$ cat src/rtl/pattern_pkg.sv
`default_nettype none
// ============================================================================
// Module      : pattern_pkg
// Description : Shared pattern-buffer geometry and loader state encoding.
// Revision    : 1.0 - initial release
// ============================================================================
package pattern_pkg;
    localparam int BUFFER_SIZE  = 22;
    localparam int BUFFER_WIDTH = 8;

    typedef enum logic [1:0] {
        IDLE  = 2'd0,
        WAIT  = 2'd1,
        SHIFT = 2'd2,
        DONE  = 2'd3
    } state_t;
endpackage
`default_nettype wire

$ cat src/rtl/pattern_loader_if.sv
`default_nettype none
// ============================================================================
// Module      : pattern_loader_if
// Description : Host stream, scan-chain and status bundle of the pattern loader.
// Revision    : 1.0 - initial release
// ============================================================================
interface pattern_loader_if #(
    parameter int BUFFER_SIZE  = pattern_pkg::BUFFER_SIZE,
    parameter int BUFFER_WIDTH = pattern_pkg::BUFFER_WIDTH
);
    logic                            start;
    logic                            abort;
    logic                            load_valid;
    logic [BUFFER_WIDTH-1:0]         load_data;
    logic                            load_ready;
    logic                            ssel;
    logic                            sin;
    logic                            sout;
    logic                            rd_valid;
    logic [BUFFER_WIDTH-1:0]         rd_data;
    logic [$clog2(BUFFER_SIZE)-1:0]  rd_index;
    logic                            pat_hold;
    logic                            busy;
    logic                            done;

    modport master (
        output start, abort, load_valid, load_data, sout,
        input  load_ready, ssel, sin, rd_valid, rd_data, rd_index, pat_hold, busy, done
    );

    modport slave (
        input  start, abort, load_valid, load_data, sout,
        output load_ready, ssel, sin, rd_valid, rd_data, rd_index, pat_hold, busy, done
    );
endinterface
`default_nettype wire

$ cat src/rtl/pattern_shift_unit.sv
`default_nettype none
// ============================================================================
// Module      : pattern_shift_unit
// Description : Byte serialiser (MSB first) and sout capture with bit counter.
// Revision    : 1.0 - initial release
// ============================================================================
module pattern_shift_unit #(
    parameter int BUFFER_WIDTH = pattern_pkg::BUFFER_WIDTH
) (
    input  wire logic                    clk,
    input  wire logic                    rst_n,
    input  wire logic                    i_load,
    input  wire logic [BUFFER_WIDTH-1:0] i_load_data,
    input  wire logic                    i_shift,
    input  wire logic                    i_clear,
    input  wire logic                    i_sout,
    output logic                         o_sin,
    output logic [BUFFER_WIDTH-1:0]      o_cap,
    output logic                         o_last
);
    localparam int BIT_W = (BUFFER_WIDTH > 1) ? $clog2(BUFFER_WIDTH) : 1;
    localparam logic [BIT_W-1:0] c_LAST_BIT = BIT_W'(BUFFER_WIDTH - 1);

    logic [BUFFER_WIDTH-1:0] r_piso;
    logic [BUFFER_WIDTH-1:0] r_cap;
    logic [BIT_W-1:0]        r_bit_cnt;
    logic                    w_last;

    assign w_last = (r_bit_cnt == c_LAST_BIT);

    // A load on the last bit overrides the shift so the next byte follows without a bubble.
    always_ff @(posedge clk or negedge rst_n) begin
        if (!rst_n) begin
            r_piso    <= '0;
            r_cap     <= '0;
            r_bit_cnt <= '0;
        end else if (i_clear) begin
            r_piso    <= '0;
            r_bit_cnt <= '0;
        end else begin
            if (i_shift) begin
                r_cap <= {r_cap[BUFFER_WIDTH-2:0], i_sout};
            end
            if (i_load) begin
                r_piso    <= i_load_data;
                r_bit_cnt <= '0;
            end else if (i_shift) begin
                r_piso    <= {r_piso[BUFFER_WIDTH-2:0], 1'b0};
                r_bit_cnt <= w_last ? '0 : r_bit_cnt + BIT_W'(1);
            end
        end
    end

    assign o_sin  = r_piso[BUFFER_WIDTH-1];
    assign o_cap  = r_cap;
    assign o_last = w_last;
endmodule
`default_nettype wire

$ cat src/rtl/pattern_loader.sv
`default_nettype none
// ============================================================================
// Module      : pattern_loader
// Description : Streams host bytes into the pattern-buffer scan chain while
//               returning the previous contents as readback bytes.
// Revision    : 1.0 - initial release
// ============================================================================
module pattern_loader #(
    parameter int BUFFER_SIZE  = pattern_pkg::BUFFER_SIZE,
    parameter int BUFFER_WIDTH = pattern_pkg::BUFFER_WIDTH
) (
    input  wire logic       clk,
    input  wire logic       rst_n,
    pattern_loader_if.slave bus
);
    import pattern_pkg::*;

    localparam int CNT_W = $clog2(BUFFER_SIZE + 1);
    localparam int IDX_W = $clog2(BUFFER_SIZE);
    localparam logic [CNT_W-1:0] c_LAST_BYTE = CNT_W'(BUFFER_SIZE - 1);
    localparam logic [CNT_W-1:0] c_CNT_MAX   = CNT_W'(BUFFER_SIZE);
    localparam logic [IDX_W-1:0] c_TOP_INDEX = IDX_W'(BUFFER_SIZE - 1);

    state_t                  r_state;
    state_t                  w_state_next;
    logic [CNT_W-1:0]        r_byte_cnt;
    logic                    r_ssel;
    logic                    r_rd_valid;
    logic [IDX_W-1:0]        r_rd_index;

    logic                    w_load_ready;
    logic                    w_busy;
    logic                    w_done;
    logic                    w_hs;
    logic                    w_last;
    logic                    w_final;
    logic                    w_byte_end;
    logic                    w_start_acc;
    logic                    w_sin;
    logic [BUFFER_WIDTH-1:0] w_cap;

    assign w_hs        = bus.load_valid & w_load_ready;
    assign w_final     = (r_byte_cnt == c_LAST_BYTE);
    assign w_byte_end  = (r_state == SHIFT) & w_last;
    assign w_start_acc = (r_state == IDLE) & bus.start & ~bus.abort;

    pattern_shift_unit #(
        .BUFFER_WIDTH (BUFFER_WIDTH)
    ) u_shift (
        .clk         (clk),
        .rst_n       (rst_n),
        .i_load      (w_hs),
        .i_load_data (bus.load_data),
        .i_shift     (r_state == SHIFT),
        .i_clear     (bus.abort),
        .i_sout      (bus.sout),
        .o_sin       (w_sin),
        .o_cap       (w_cap),
        .o_last      (w_last)
    );

    always_ff @(posedge clk or negedge rst_n) begin
        if (!rst_n) begin
            r_state <= IDLE;
        end else begin
            r_state <= w_state_next;
        end
    end

    always_comb begin
        w_state_next = r_state;
        if (bus.abort) begin
            w_state_next = IDLE;
        end else begin
            case (r_state)
                IDLE:    if (bus.start) w_state_next = WAIT;
                WAIT:    if (w_hs) w_state_next = SHIFT;
                SHIFT: begin
                    if (w_last) begin
                        if (w_final)   w_state_next = DONE;
                        else if (w_hs) w_state_next = SHIFT;
                        else           w_state_next = WAIT;
                    end
                end
                DONE:    w_state_next = IDLE;
                default: w_state_next = IDLE;
            endcase
        end
    end

    // Abort masks load_ready so a byte offered in the abort cycle is never consumed.
    always_comb begin
        w_load_ready = 1'b0;
        w_done       = 1'b0;
        w_busy       = (r_state != IDLE);
        case (r_state)
            WAIT:    w_load_ready = ~bus.abort;
            SHIFT:   w_load_ready = w_last & ~w_final & ~bus.abort;
            DONE:    w_done       = 1'b1;
            default: w_load_ready = 1'b0;
        endcase
    end

    always_ff @(posedge clk or negedge rst_n) begin
        if (!rst_n) begin
            r_ssel     <= 1'b0;
            r_rd_valid <= 1'b0;
            r_rd_index <= '0;
            r_byte_cnt <= '0;
        end else begin
            r_ssel     <= (w_state_next == SHIFT);
            r_rd_valid <= w_byte_end & ~bus.abort;
            if (w_byte_end) begin
                r_rd_index <= c_TOP_INDEX - IDX_W'(r_byte_cnt);
            end
            if (w_start_acc || bus.abort) begin
                r_byte_cnt <= '0;
            end else if (w_byte_end && (r_byte_cnt != c_CNT_MAX)) begin
                r_byte_cnt <= r_byte_cnt + CNT_W'(1);
            end
        end
    end

    assign bus.load_ready = w_load_ready;
    assign bus.ssel       = r_ssel;
    assign bus.sin        = w_sin;
    assign bus.rd_valid   = r_rd_valid;
    assign bus.rd_data    = w_cap;
    assign bus.rd_index   = r_rd_index;
    assign bus.busy       = w_busy;
    assign bus.pat_hold   = w_busy;
    assign bus.done       = w_done;
endmodule
`default_nettype wire

$ cat src/flat_wrapper.sv
// flat-port wrapper written by rule: the top's interface ports become plain ports
module pattern_loader_flat import pattern_pkg::*;
#(
    parameter int BUFFER_SIZE  = pattern_pkg::BUFFER_SIZE,
    parameter int BUFFER_WIDTH = pattern_pkg::BUFFER_WIDTH
)
  (clk, rst_n, bus_start, bus_abort, bus_load_valid, bus_load_data, bus_sout, bus_load_ready, bus_ssel, bus_sin, bus_rd_valid, bus_rd_data, bus_rd_index, bus_pat_hold, bus_busy, bus_done);
  pattern_loader_if #(.BUFFER_SIZE(BUFFER_SIZE), .BUFFER_WIDTH(BUFFER_WIDTH)) bus_i ();
  input  wire logic clk;
  input  wire logic rst_n;
  input wire logic [$bits(bus_i.start)-1:0] bus_start;
  input wire logic [$bits(bus_i.abort)-1:0] bus_abort;
  input wire logic [$bits(bus_i.load_valid)-1:0] bus_load_valid;
  input wire logic [$bits(bus_i.load_data)-1:0] bus_load_data;
  input wire logic [$bits(bus_i.sout)-1:0] bus_sout;
  output wire logic [$bits(bus_i.load_ready)-1:0] bus_load_ready;
  output wire logic [$bits(bus_i.ssel)-1:0] bus_ssel;
  output wire logic [$bits(bus_i.sin)-1:0] bus_sin;
  output wire logic [$bits(bus_i.rd_valid)-1:0] bus_rd_valid;
  output wire logic [$bits(bus_i.rd_data)-1:0] bus_rd_data;
  output wire logic [$bits(bus_i.rd_index)-1:0] bus_rd_index;
  output wire logic [$bits(bus_i.pat_hold)-1:0] bus_pat_hold;
  output wire logic [$bits(bus_i.busy)-1:0] bus_busy;
  output wire logic [$bits(bus_i.done)-1:0] bus_done;
  assign bus_i.start = bus_start;
  assign bus_i.abort = bus_abort;
  assign bus_i.load_valid = bus_load_valid;
  assign bus_i.load_data = bus_load_data;
  assign bus_i.sout = bus_sout;
  assign bus_load_ready = bus_i.load_ready;
  assign bus_ssel = bus_i.ssel;
  assign bus_sin = bus_i.sin;
  assign bus_rd_valid = bus_i.rd_valid;
  assign bus_rd_data = bus_i.rd_data;
  assign bus_rd_index = bus_i.rd_index;
  assign bus_pat_hold = bus_i.pat_hold;
  assign bus_busy = bus_i.busy;
  assign bus_done = bus_i.done;
  pattern_loader #(.BUFFER_SIZE(BUFFER_SIZE), .BUFFER_WIDTH(BUFFER_WIDTH)) u_core (.clk(clk), .rst_n(rst_n), .bus(bus_i));
endmodule
$ cat config.mk
export PLATFORM = sky130hd
export DESIGN_NAME = pattern_loader_flat
export DESIGN_NICKNAME = d
export VERILOG_FILES = /design/src/rtl/pattern_pkg.sv /design/src/rtl/pattern_loader_if.sv /design/src/rtl/pattern_shift_unit.sv /design/src/rtl/pattern_loader.sv /design/src/flat_wrapper.sv
export SDC_FILE = /design/constraint.sdc
export NUM_CORES = 1
export LEC_CHECK = 0
export CORE_AREA = 2 2 83 61
export DETAILED_ROUTE_END_ITERATION = 16
export DIE_AREA = 0 0 85 63
export GPL_TIMING_DRIVEN = 0
export HOLD_SLACK_MARGIN = 0.03
export MAX_ROUTING_LAYER = met4
export PLACE_DENSITY = 0.68
export SLEW_MARGIN = 10
export SYNTH_ARGS = -nofsm -noshare
export SYNTH_HDL_FRONTEND = slang
export SYNTH_SLANG_ARGS = --single-unit
$ cat constraint.sdc
create_clock -name clk -period 1.7 [get_ports clk]
set_input_delay 0.34 -clock clk [delete_from_list [all_inputs] [get_ports clk]]
set_output_delay 0.34 -clock clk [all_outputs]
set_load 0.02 [all_outputs]
==> qor.yml <==
status:
  status: "finished with violations"
  violations: "setup timing"
global_route:
  use_met3_pct: 3.699
  grt_first_pass_wirelength_mm: 5.664
  antenna_found_initial: 0
  grt_busiest_layer: "met2"
  first_global_vias: 1173
  grt_max_degree: 34
  grtUsageTotal_pct: 14.07
  grt.met1_usage_pct: 19.20
  grt.overflow.total: 0
  use_met2_pct: 19.34
pwr:
  p_leak_nw: 1.140
  p_per_area_mw_per_mm2: 654.7
  peakVddDrop_mv: 0.4401
floorplan:
  core_area_sq_mm: 0.004598
  dieWidth_um: 85
  die_h_um: 63
  placementRows: 21
  die_area_sq_mm: 0.005355
  io_pins: 34
  start_util_pct: 38.04
worst_setup_path:
  path_cells: "inv_2 > ha_4 > nand4b_4 > a32o_2 > and2_4 > buf_6"
  cp_max_fo: 2
  cpPeakStageDelay_ns: 0.42
  required_ns: 1.36
  critPathKind: "flop to output pin"
  critPathSlowestCell: "dfrtp_2"
  critPathLaunchType: "flop"
  worstPathArrival_ns: 1.60
  endpoint_kind: "output pin"
sta:
  clock_skew_ns: 0.006623
  worst_pin_slew_ns: 0.7277
  hold_viol: 0
  final-max-slew-violation-count: 0
  slew_headroom_pct: 51.49
  rsz0062_at_grt: "yes"
  max_clock_freq_mhz: 514.2
  min_period_over_period_pct: 114.4
  period_needed_ns: 1.945
  finalSetupViolations: 15
  tns_ns: -1.402
  setup_ws_ns: -0.2446
finish:
  final_cell_area_sq_mm: 0.002527
  antenna_cells: 0
  drive_above_1_share_pct: 35.89
  syn_to_final_growth_pct: 44.49
  nets: 234
  n_fill_cell: 395
routing:
  vias: 1290
  routed_wl_mm: 3.615
  drt_iter0_drc: 50
  avgViaCountPerCell: 4.850
  firstDrtPassIters: 2
  postRouteAntennaNets: 0
  avgRoutedWirePerCell_um: 13.59
  drc: 0
clock_network:
  cts_sinks: 33
  hold_buffers: 0
  cts.clk_slew.worst_paths_ns: 0.07
  cts_buffer_depth: 2
  cts_buffers: 5
  root_buffer: "clkbuf_8"
  htree_levels: 2
  tritoncts: "done"
  clock_latency_ns: 0.29
synth:
  yosysSeqAreaShare_pct: 47.21
  synth.ff_latch_count: 33
  async_reset_ff_share_pct: 100.0
  synth_cell_types: 33
  synth_area_per_cell_sq_um: 11.58
  netlist_instances: 151
  syn_area_sq_mm: 0.001749
  syn-num-nets: 177
  synth_warnings: 0
  synth_edf_count: 0
  synthFlopType: "dfrtp_1"
worst_hold_path:
  hold_path_class: "input port to async pin"
placed_design:
  portBuffers: 33
  place_congestion: 0.8596
  post_dp_cell_area_sq_mm: 0.002151
  dp.final_hpwl_mm: 2.199
flow_run:
  maxCapViolations: 0
[cell type report]
cell class,count,area (sq um),share of cell area (%)
Sequential cell,33,829.5,32.82
Inverter,8,30.03,1.188
Multi-Input combinational cell,104,989.7,39.16
Clock buffer,5,68.82,2.723
Clock inverter,3,17.52,0.6931
Buffer,6,48.80,1.931
Timing Repair Buffer,50,471.7,18.66
Tap cell,57,71.32,2.822
[Yosys cell counts (4+ instances only)]
| library cell | count | share of area (%) |
|---|---|---|
| nand2_1 | 10 | 2.1 |
| mux2_2 | 6 | 3.9 |
| inv_1 | 7 | 1.5 |
| nor2_1 | 11 | 2.4 |
| a21oi_1 | 5 | 1.4 |
| mux2i_1 | 9 | 5.2 |
| nor3_1 | 4 | 1.1 |
| ha_1 | 12 | 8.6 |
| mux2_4 | 7 | 6.0 |
| mux2_1 | 4 | 2.6 |
| xnor2_1 | 5 | 2.5 |
| nor2b_1 | 6 | 2.1 |
| o21ai_0 | 6 | 1.7 |
| dfrtp_1 | 33 | 47 |
[worst max-delay path: cells and delay by family (launching register included)]
family	cells	cell delay, ns
buf+inv	2	0.20
simple gates	2	0.26
compound gates	1	0.30
fa+ha+maj	1	0.13
flops	1	0.42
[what timing repair did]
| action | 4_1_cts | 5_1_grt |
|---|---|---|
| gates resized for setup | 28 | 33 |
| pin swaps | 6 | 2 |
| hold endpoints to repair | 0 | 0 |
| setup buffers | 8 | 9 |
| setup endpoints to repair | 22 | 31 |
| gates cloned | 1 | 0 |
[registers in the layout, indices dropped and copies added (netlist names)]
| signal | cells |
|---|---|
| u_core.r_state | 2 |
| u_core.u_shift.r_bit_cnt | 3 |
| u_core.bus.rd_index | 5 |
| u_core.u_shift.o_cap | 8 |
| u_core.r_byte_cnt | 5 |
| u_core.bus.rd_valid | 1 |
| u_core.bus.ssel | 1 |
| u_core.u_shift.r_piso | 8 |
[cell usage in the layout (no fill, tap or decap), types with 3 or more instances in the layout]
cell / instances
buf_6: 7
ha_4: 5
xnor2_1: 5
a21oi_1: 5
inv_2: 5
mux2_2: 6
buf_4: 15
mux2i_1: 9
nor2_1: 11
mux2_1: 4
nor2b_4: 3
clkbuf_8: 5
o21ai_0: 6
nand2_1: 9
dfrtp_1: 30
dfrtp_2: 3
clkdlybuf4s50_1: 28
inv_1: 3
nor2b_1: 4
mux2_4: 7
ha_1: 6
nor3_2: 3
o211ai_1: 3
[layer usage]
| metal | share of wire, % | up-vias |
|---|---|---|
| li1 | - | 639 |
| met1 | 48 | 614 |
| met2 | 46 | 29 |
| met3 | 4.4 | 8 |
| met4 | 1.6 | 0 |
| met5 | 0 | - |
[path summary, 6_finish.rpt]
path / endpoint / startpoint / slack [ns] / depth (start not counted)
min: u_core.bus.rd_index[0] / rst_n / 0.10 / 1
min in group clk: u_core.bus.rd_index[4] / u_core.bus.rd_index[4] / 0.48 / 2
min reg2reg: u_core.bus.rd_index[4] / u_core.bus.rd_index[4] / 0.48 / 2
max: bus_load_ready / u_core.r_byte_cnt[1] / -0.24 / 6
max in group asynchronous: u_core.r_byte_cnt[2] / rst_n / 1.09 / 1
max reg2reg: u_core.bus.rd_index[2] / u_core.r_state[1] / -0.16 / 6
[cells by family (layout without fill, tap and decap cells)]
kind of cell	count (synthesis)	count (layout)	share of synthesized area [%]
buffers and inverters	14	72	3.934
xor gates and xnor gates	5	5	2.503
AOI/OAI and AO/OA	21	21	7.797
DFF	33	33	47.21
and+or+nand+nor	40	40	12.37
muxes	26	26	17.60
adders and majority gates	12	12	8.583
[per-stage QoR]
stage	std cells	utilization (%)	power (mW)	hold WS, ns	setup WS (ns)
floorplan	151	-	0.9158	0.04441	-0.02326
global placement	241	46.88	1.005	0.4622	-0.6407
detailed placement	241	46.78	1.005	0.4423	-0.6256
CTS	258	52.00	1.599	0.1258	-0.2344
global route	266	54.97	1.724	0.1661	-0.2967
finish	266	54.97	1.655	0.1035	-0.2446
[power breakdown]
| part | total (mW) | leakage, nW | switching [mW] | internal [mW] |
|---|---|---|---|---|
| clock | 0.588 | 0.0439 | 0.305 | 0.282 |
| sequential | 0.806 | 0.454 | 0.00900 | 0.797 |
| combinational | 0.261 | 0.641 | 0.120 | 0.141 |
| total | 1.65 | 1.14 | 0.434 | 1.22 |
No activity file was read; power rests on OpenSTA's default activity.
